**config.mk**
```make
export PLATFORM = sky130hd
export DESIGN_NAME = message_lane_sched
export DESIGN_NICKNAME = d
export VERILOG_FILES = /design/src/rtl/message_lane_sched.sv
export SDC_FILE = /design/constraint.sdc
export NUM_CORES = 1
export LEC_CHECK = 0
export ABC_CLOCK_PERIOD_IN_PS = 2280
export CAP_MARGIN = 0
export CORE_AREA = 2 2 409 411
export DETAILED_ROUTE_END_ITERATION = 7
export DIE_AREA = 0 0 411 413
export DONT_BUFFER_PORTS = 1
export GPL_ROUTABILITY_DRIVEN = 0
export PLACE_DENSITY_LB_ADDON = 0.1
export REMOVE_ABC_BUFFERS = 1
export SYNTH_ARGS = -nofsm -noshare
export SYNTH_HDL_FRONTEND = slang
export SYNTH_SLANG_ARGS = --single-unit
```
**constraint.sdc**
```tcl
create_clock -name clk -period 2.28 [get_ports clk]
set_clock_uncertainty 0.05 [all_clocks]
set_input_delay 0.228 -clock clk [delete_from_list [all_inputs] [get_ports clk]]
set_output_delay 0.228 -clock clk [all_outputs]
set_load 0.01 [all_outputs]
```
**src/rtl/message_lane_sched.sv**
```systemverilog
// Three-lane message batcher: collects up to three messages, then
// presents them together with message_en held for HOLD_CYC cycles.
module message_lane_sched #(
   parameter int MSG_W       = 256,
   parameter int CTRL_W      = 4,
   parameter int MUX_DEFAULT = 0,
   parameter int TMO         = 8,
   parameter int HOLD_CYC    = 4
) (
   input  logic              clk,
   input  logic              rst,
   input  logic              in_valid,
   output logic              in_ready,
   input  logic [MSG_W-1:0]  in_message,
   input  logic [CTRL_W-1:0] in_ctrl,
   output logic              message_en,
   output logic [MSG_W-1:0]  message_1,
   output logic [MSG_W-1:0]  message_2,
   output logic [MSG_W-1:0]  message_3,
   output logic [CTRL_W-1:0] message_mux_control_m1,
   output logic [CTRL_W-1:0] message_mux_control_m2,
   output logic [CTRL_W-1:0] message_mux_control_m3,
   output logic              batch_done,
   output logic [1:0]        batch_cnt,
   output logic              ctrl_err
);

   typedef enum logic [1:0] {IDLE, COLLECT, ISSUE} state_t;

   localparam logic [CTRL_W-1:0] DEF       = CTRL_W'(MUX_DEFAULT);
   localparam logic [7:0]        TMO_LAST  = 8'(TMO - 1);
   localparam logic [7:0]        HOLD_LAST = 8'(HOLD_CYC - 1);

   state_t            state_q, state_d;
   logic [7:0]        tmr_q, tmr_d;
   logic [7:0]        hold_q, hold_d;
   logic [1:0]        cnt_q, cnt_d;
   logic              en_q, en_d;
   logic              done_q, done_d;
   logic              err_q, err_d;
   logic [MSG_W-1:0]  msg_q [3];
   logic [MSG_W-1:0]  msg_d [3];
   logic [CTRL_W-1:0] ctl_q [3];
   logic [CTRL_W-1:0] ctl_d [3];
   logic              xfer, load;

   assign in_ready = (state_q != ISSUE);
   assign xfer     = in_valid && in_ready;
   assign load     = xfer && (in_ctrl != DEF);

   always_comb begin
      state_d = state_q;
      tmr_d   = tmr_q;
      hold_d  = hold_q;
      cnt_d   = cnt_q;
      en_d    = en_q;
      done_d  = 1'b0;
      err_d   = xfer && (in_ctrl == DEF);
      for (int i = 0; i < 3; i++) begin
         msg_d[i] = msg_q[i];
         ctl_d[i] = ctl_q[i];
      end
      unique case (state_q)
         IDLE: begin
            if (load) begin
               msg_d[0] = in_message;
               ctl_d[0] = in_ctrl;
               cnt_d    = 2'd1;
               tmr_d    = 8'd0;
               state_d  = COLLECT;
            end
         end
         COLLECT: begin
            tmr_d = tmr_q + 8'd1;
            if (load) begin
               for (int i = 0; i < 3; i++) begin
                  if (cnt_q == 2'(i)) begin
                     msg_d[i] = in_message;
                     ctl_d[i] = in_ctrl;
                  end
               end
               cnt_d = cnt_q + 2'd1;
            end
            // A load on the timeout cycle still rides in this batch.
            if ((load && cnt_q == 2'd2) || tmr_q == TMO_LAST) begin
               state_d = ISSUE;
               en_d    = 1'b1;
               hold_d  = 8'd0;
               tmr_d   = 8'd0;
               done_d  = (HOLD_LAST == 8'd0);
            end
         end
         ISSUE: begin
            if (hold_q == HOLD_LAST) begin
               state_d = IDLE;
               en_d    = 1'b0;
               cnt_d   = 2'd0;
               hold_d  = 8'd0;
               for (int i = 0; i < 3; i++) begin
                  msg_d[i] = '0;
                  ctl_d[i] = DEF;
               end
            end else begin
               hold_d = hold_q + 8'd1;
               done_d = (hold_q + 8'd1 == HOLD_LAST);
            end
         end
         default: state_d = IDLE;
      endcase
   end

   always_ff @(posedge clk) begin
      if (rst) begin
         state_q <= IDLE;
         tmr_q   <= 8'd0;
         hold_q  <= 8'd0;
         cnt_q   <= 2'd0;
         en_q    <= 1'b0;
         done_q  <= 1'b0;
         err_q   <= 1'b0;
         for (int i = 0; i < 3; i++) begin
            msg_q[i] <= '0;
            ctl_q[i] <= DEF;
         end
      end else begin
         state_q <= state_d;
         tmr_q   <= tmr_d;
         hold_q  <= hold_d;
         cnt_q   <= cnt_d;
         en_q    <= en_d;
         done_q  <= done_d;
         err_q   <= err_d;
         for (int i = 0; i < 3; i++) begin
            msg_q[i] <= msg_d[i];
            ctl_q[i] <= ctl_d[i];
         end
      end
   end

   assign message_en             = en_q;
   assign batch_done             = done_q;
   assign batch_cnt              = cnt_q;
   assign ctrl_err               = err_q;
   assign message_1              = msg_q[0];
   assign message_2              = msg_q[1];
   assign message_3              = msg_q[2];
   assign message_mux_control_m1 = ctl_q[0];
   assign message_mux_control_m2 = ctl_q[1];
   assign message_mux_control_m3 = ctl_q[2];

endmodule

```
==> summary.md, run 1 <==
| Metric | Value |
|---|---|
| Outcome | `finished, final reports clean` |
| Fin nets | `3611` |
| Flops & latches, synth | `about 800` |
| Bufs and invs on worst path | `4` |
| CTS clock-pin slew for the worst setup and hold paths | `0.06 ns` |
| I/O pin count | `1049` |
| EDFF count, synth | `0` |
| Port Buffers | `0` |
| Starting density of the core | `between 10% and 20%` |
| Avg Vias per Cell | `about 4` |
| Worst vdd ir | `0.587 mV` |
| Die Span X | `about 410 um` |
| CTS buffer count | `slightly below 100` |
| Slowest CP cell | `a211o_4` |
| DRT Wirelength | `131000 um` |
| Sum Neg Setup Slack | `0 ns` |
| Full die area | `170000 um2` |
| CP Depth | `9` |
| Netlist area before placement | `30900 um2` |
| Synth unique cells | `51` |
| Post-synth top area share | `between 50 and 60%` |
| Area leader, netlist | `dfxtp_1` |
| CTS max path bufs | `3` |
| RSZ-0062 raised after global routing | `true` |
| Initial antenna violation count | `7` |
| Critical path start-end classification | `reg -> reg` |
| Sequential area share after synthesis | `52.0%` |
| Cell mode on critical path | `buf_12` |
| Overflow after GRT | `0` |
| Setup Viol. Count Final | `0` |
| Synth area leaders | `dfxtp_1, mux2i_1, nand2_1` |
| Vias | `around 23000` |
| Critical Path Sink Type | `flop` |
| Fin cells | `~5600` |
| Leakage | `0.0177 uW` |
| Power Dens Cells | `between 1500 and 2000 nW/um2` |
| Hold Fails Final Rpt | `0` |
| HPWL after detailed placement | `96800 um` |
| MaxCap Viol Count | `0` |
| Reg2Reg Launch Point | `state_q[0]` |
| Post-Synthesis Cells | `3020` |
| DRT iter0 DRCs | `950` |
| CTS root buffer | `clkbuf_16` |
| Min Hold Slack | `0.182 ns` |
| Hold/Removal Path Class | `in -> reg` |
| First-pass GRT wire length | `183000 um` |
| TritonRoute pass-1 iters | `5` |
| Async set or reset register ratio after synthesis | `0%` |
| WL/cell | `23.2 um` |
| Fmax | `452 MHz` |
| DRC | `0` |
| Core area | `166000 um2` |
| Worst Setup Start Kind | `flop` |
| Pin count of the biggest net entering global routing | `97` |
| Max-slew headroom | `around two fifths` |
| Final worst setup slack | `0.0698 ns` |
| Post-synth top cells | `dfxtp_1, nand2_1, mux2i_1, nand3_1, clkbuf_1` |
| Crit path time final | `2.21 ns` |
| Yosys warnings | `0` |
| Crit-path max cell delay | `0.38 ns` |
| Area Growth Syn to Fin | `29.2%` |
| Period utilisation layout | `a little over nine tenths` |
| GR Util All Layers | `14.7%` |
| Layout Utilization | `24.1%` |
| Worst-path fanout max | `27` |
| Max Slew Vio Count | `0` |
| Worst r2r path cells | `9` |
| TritonCTS clock tree | `yes` |
| Crit-path cells | `inv_1, ha_2, nor2b_1, buf_4, nand3_4, a211o_4, buf_12, buf_12, mux2i_1` |
| Share of cells above drive strength 1 | `10.5%` |
| Crit path from | `state_q[0]` |
| Arr. time, crit path | `2.73 ns` |
| TritonCTS sink count | `803` |
| Min-delay src | `in_ctrl[0]` |
| Most numerous cell in the Yosys netlist | `dfxtp_1` |
| Top FF cell, synth | `dfxtp_1` |
| Cells after DPL | `5174` |
| Worst Hold Depth | `3` |
| Worst-Margin Slew | `0.901 ns` |
| Clock H-tree levels | `3` |
| Worst skew pair latency | `0.70 ns` |
| Pre-CTS setup slack | `-0.00364 ns` |
| Vias in the first global route | `23200` |
| Routed Antenna Nets | `0` |
| Die H | `a little over 400 um` |
| FP Rows | `150` |
| Syn Area/Cell | `10.2 um2` |
| Crit path required time | `roughly 2.8 ns` |
| Crit-path leading delay family | `buffers and inverters` |
==> kinds of logic (layout without fill, tap and decap cells) <==
family | Yosys count | in the layout | share of synthesized area [%]
other | 0 | 3 | 0
adders and majority gates | 11 | 11 | 0.445
buffers and inverters | 255 | 650 | 5.91
AOI/OAI and AO/OA | 57 | 57 | 1.29
DFF | 803 | 803 | 52.0
muxes | 781 | 781 | 25.3
xor gates and xnor gates | 1 | 1 | 0.0283
and+or+nand+nor | 1112 | 1112 | 15.1
==> worst paths after layout <==
path                            slack, ns             to
worst max-delay path                 0.07  msg_q[0][746]
worst min-delay path                 0.18       tmr_q[2]
worst min register to register       0.43       tmr_q[7]
worst max register to register       0.07  msg_q[0][746]
==> placed cells by master (no fill, tap or decap), types with 4 or more instances in the layout <==
| cell | synthesis | layout |
|---|---|---|
| nand3_1 | 271 | 271 |
| nor4_1 | 4 | 4 |
| nand2_1 | 793 | 793 |
| o21ai_0 | 11 | 11 |
| buf_4 | 21 | 142 |
| dlygate4sd3_1 | 0 | 264 |
| buf_12 | 24 | 46 |
| a21oi_1 | 12 | 10 |
| dfxtp_1 | 803 | 803 |
| inv_1 | 13 | 12 |
| or4_1 | 5 | 5 |
| clkbuf_1 | 151 | 29 |
| nor2_1 | 5 | 4 |
| mux2i_1 | 781 | 781 |
| or3_1 | 8 | 7 |
| clkbuf_16 | 0 | 99 |
| ha_1 | 11 | 9 |
| clkinv_2 | 0 | 12 |
| a211oi_1 | 5 | 5 |
| clkbuf_8 | 0 | 26 |
| nand4_1 | 8 | 8 |
==> worst min-delay path, stage by stage <==
cell and delay, ns:
nor4_1 0.06, o21ai_0 0.41, o311ai_0 0.16
==> layer usage <==
metal | part of all wire [%] | GRT usage [%] | vias up
li1 | - | - | 10900
met1 | 39 | 16.8 | 11100
met2 | 49 | 25.1 | 710
met3 | 9.6 | 5.87 | 137
met4 | 1.9 | 4.05 | 2
met5 | 0.010 | 0 | -
==> flip-flops by register name (all words and copies together), names as in the netlist <==
signal      flops
state_q         2
msg_q         768
message_en      1
batch_done      1
tmr_q           8
hold_q          8
batch_cnt       2
ctrl_err        1
ctl_q          12
==> report_power, final <==
group / total [uW] / internal [uW] / switching (uW)
Sequential: 27900 / 19500 / 8430
Clock: 15700 / 9090 / 6620
Combinational: 16400 / 7600 / 8810
Total: 60000 / 36200 / 23900
==> metrics by stage <==
step | cell area, um2 | power [uW]
after floorplan | 29200 | 23800
after CTS | 39900 | 61300
after global routing | 39900 | 63200
after detailed placement | 34000 | 44600
after global placement | 34000 | 44500
final | 40000 | 60000
==> timing repair <==
item                                    in CTS  in global routing
endpoints found under the setup margin       5                400
gates resized for setup                      3                  8
cloned                                       3                  0
setup buffers                                0                  0
hold buffers                               264                  0
hold endpoints to repair                   797                  0
pin swaps                                    0                  0
==> area by class of cell <==
type	count	area, um2
Clock inverter	24	244
Fill cell	18000	126000
Antenna cell	3	7.51
Tap cell	2204	2760
Inverter	14	67.6
Sequential cell	803	16100
Multi-Input combinational cell	1962	13100
Clock buffer	154	2940
Timing Repair Buffer	458	4780
(Power assumes the default switching activity.)
==> run 2: changes to the inputs <==
- BUFFER_PORTS_ARGS: not set -> -buffer_cell sky130_fd_sc_hd__buf_2
- DONT_BUFFER_PORTS: 1 -> not set
==> run 2 against run 1 <==
Net effect: register-to-register slack barely moved; critical path depth did not move; largest cell class unchanged; total power rose by 8.8%; worst setup slack got worse by 0.025 ns; sequential cell count did not move; critical endpoint is now msg_q[0][507]; critical path type is now in -> reg; core utilization rose by 3.4 points.
==> summary.md, run 2 (same netlist as run 1, synthesis figures left out) <==
| Metric | Value |
|---|---|
| Initial antenna violation count | `4 (-3)` |
| Fmax | `447 MHz (-1.1%)` |
| Critical path start-end classification | `in -> reg` |
| Area Growth Syn to Fin | `47.3%` |
| GR Util All Layers | `15.4% (+0.69 points)` |
| Leading cell type in the layout, fill and taps excluded | `buf_2` |
| Port Buffers | `1048 (+1048)` |
| Setup Viol. Count Final | `0 (unchanged)` |
| I/O pin count | `1049 (unchanged)` |
| TritonCTS sink count | `803 (unchanged)` |
| Top Registers | `msg_q: 768 flops, ctl_q: 12 flops` |
| CTS clock-pin slew for the worst setup and hold paths | `0.06 ns (about the same)` |
| Die Span X | `411 um (unchanged)` |
| Pin count of the biggest net entering global routing | `63 (-35%)` |
| Max FFs per register | `768 (unchanged)` |
| Share of cells above drive strength 1 | `31.8% (+21 points)` |
| Crit path time final | `2.23 ns (+0.0247 ns)` |
| Worst Setup Start Kind | `input port` |
| Routed Antenna Nets | `0 (unchanged)` |
| Full die area | `170000 um2 (unchanged)` |
| HPWL after detailed placement | `103000 um (+6.4%)` |
| Worst reg2reg setup slack | `0.08 ns (about the same)` |
| Vias | `26600 (+17%)` |
| Vias in the first global route | `26900 (+16%)` |
| CTS max path bufs | `3 (unchanged)` |
| Worst skew pair latency | `0.72 ns (+0.02 ns)` |
| Starting density of the core | `18.6% (unchanged)` |
| Largest register by flop count | `msg_q` |
| Worst vdd ir | `0.835 mV (+42%)` |
| DRC | `0 (unchanged)` |
| Fin nets | `4685 (+30%)` |
| Max Slew Vio Count | `0 (unchanged)` |
| Power Dens Cells | `1430 nW/um2 (-4.6%)` |
| Core area | `166000 um2 (unchanged)` |
| First-pass GRT wire length | `193000 um (+5.8%)` |
| Fin cells | `6691 (+19%)` |
| Commonest cells after routing, fill and taps aside | `buf_2, dfxtp_1, nand2_1` |
| DRT Wirelength | `137000 um (+4.8%)` |
| CTS buffer count | `101 (+3.1%)` |
| Die H | `413 um (unchanged)` |
| Hold Fails Final Rpt | `0 (unchanged)` |
| RSZ-0062 raised after global routing | `true` |
| Avg Vias per Cell | `3.98 (-2.1%)` |
| Clock H-tree levels | `3 (unchanged)` |
| Worst-path fanout max | `25 (-7.4%)` |
| CTS root buffer | `clkbuf_16` |
| MaxCap Viol Count | `0 (unchanged)` |
| FP Rows | `150 (unchanged)` |
| Overflow after GRT | `0 (unchanged)` |
| WL/cell | `20.5 um (-12%)` |
| Leakage | `0.0230 uW (+30%)` |
| TritonRoute pass-1 iters | `7 (+2)` |
| Period utilisation layout | `98.0% (+1.1 points)` |
| DRT iter0 DRCs | `1262 (+33%)` |
| Outcome | `finished, final reports clean` |
| Min Hold Slack | `0.346 ns (+0.164 ns)` |
| TritonCTS clock tree | `yes` |
| Max-slew headroom | `59.5% (+20 points)` |
| Hold/Removal Path Class | `in -> reg` |
| Crit path required time | `2.83 ns (+0.03 ns)` |
| Critical Path Sink Type | `flop` |
| Worst-Margin Slew | `0.592 ns (-0.309 ns)` |
| Arr. time, crit path | `2.79 ns (+0.06 ns)` |
| Cells after DPL | `6242 (+21%)` |
## run 2: cell types whose count changed in the layout (fill, tap and decap cells not counted), moves of 3 or more
cell | previous run | this run
buf_2 | 0 | 1048
buf_12 | 46 | 56
clkbuf_16 | 99 | 102
buf_4 | 142 | 156
clkinv_16 | 0 | 4
clkinv_2 | 12 | 9
clkbuf_8 | 26 | 22
clkbuf_1 | 29 | 34
## run 2: timing repair
action	4_1_cts	5_1_grt
resized for setup	4	6
endpoints found under the setup margin	21	572
hold endpoints to repair	788	0
pin swaps	0	1
gates cloned	2	1
setup buffers	3	1
hold buffers	263	0
## run 2: worst max-delay path, stage by stage
cell and delay, ns:
dlygate4sd3_1 0.53, buf_2 0.13, or4_1 0.58, buf_4 0.21
a31oi_1 0.22, or3_4 0.19, buf_12 0.17, buf_12 0.25
mux2i_1 0.21
## run 2: layout make-up
type                            instances  area [um2]
Clock buffer                          157        2960
Multi-Input combinational cell       1962       13100
Clock inverter                         21         299
Tap cell                             2204        2760
Sequential cell                       803       16100
Antenna cell                            1        2.50
Inverter                               14        67.6
Fill cell                           18000      120000
Timing Repair Buffer                 1529       10300
## run 2: worst paths after layout
kind,from,endpoint,cells past startpoint
worst min register to register,msg_q[0][736],msg_q[0][736],2
worst max register to register,hold_q[0],msg_q[0][233],8
worst max-delay path,in_ctrl[2],msg_q[0][507],9
worst min-delay path,in_message[114],msg_q[0][626],4
## run 2: stage by stage
stage                     utilization, %  total power, uW  worst slack (ns)  cell area, um2  setup TNS (ns)
after CTS                           27.4            66600           0.00245           45500               0
after detailed placement            23.8            49600            -0.149           39500          -32.38
after floorplan                        -            23800            -10.73           29200        -8228.19
after global placement              23.8            49600            -0.115           39500          -31.25
final                               27.5            65300            0.0451           45600               0
after global routing                27.5            69000           -0.0149           45600         -0.0448
## run 2: report_power, final
part | total [uW] | switching (uW) | internal [uW] | leakage [uW]
registers | 22300 | 2860 | 19400 | 0.00657
logic | 27100 | 15600 | 11500 | 0.0149
clock network | 15900 | 6720 | 9150 | 0.00158
total | 65300 | 25200 | 40100 | 0.0230
## run 2: metal layers
metal | share of wire [%] | track usage [%]
met5 | 0.023 | 0
met4 | 2.3 | 4.53
met3 | 7.2 | 4.64
met2 | 48 | 26.2
met1 | 42 | 18.5
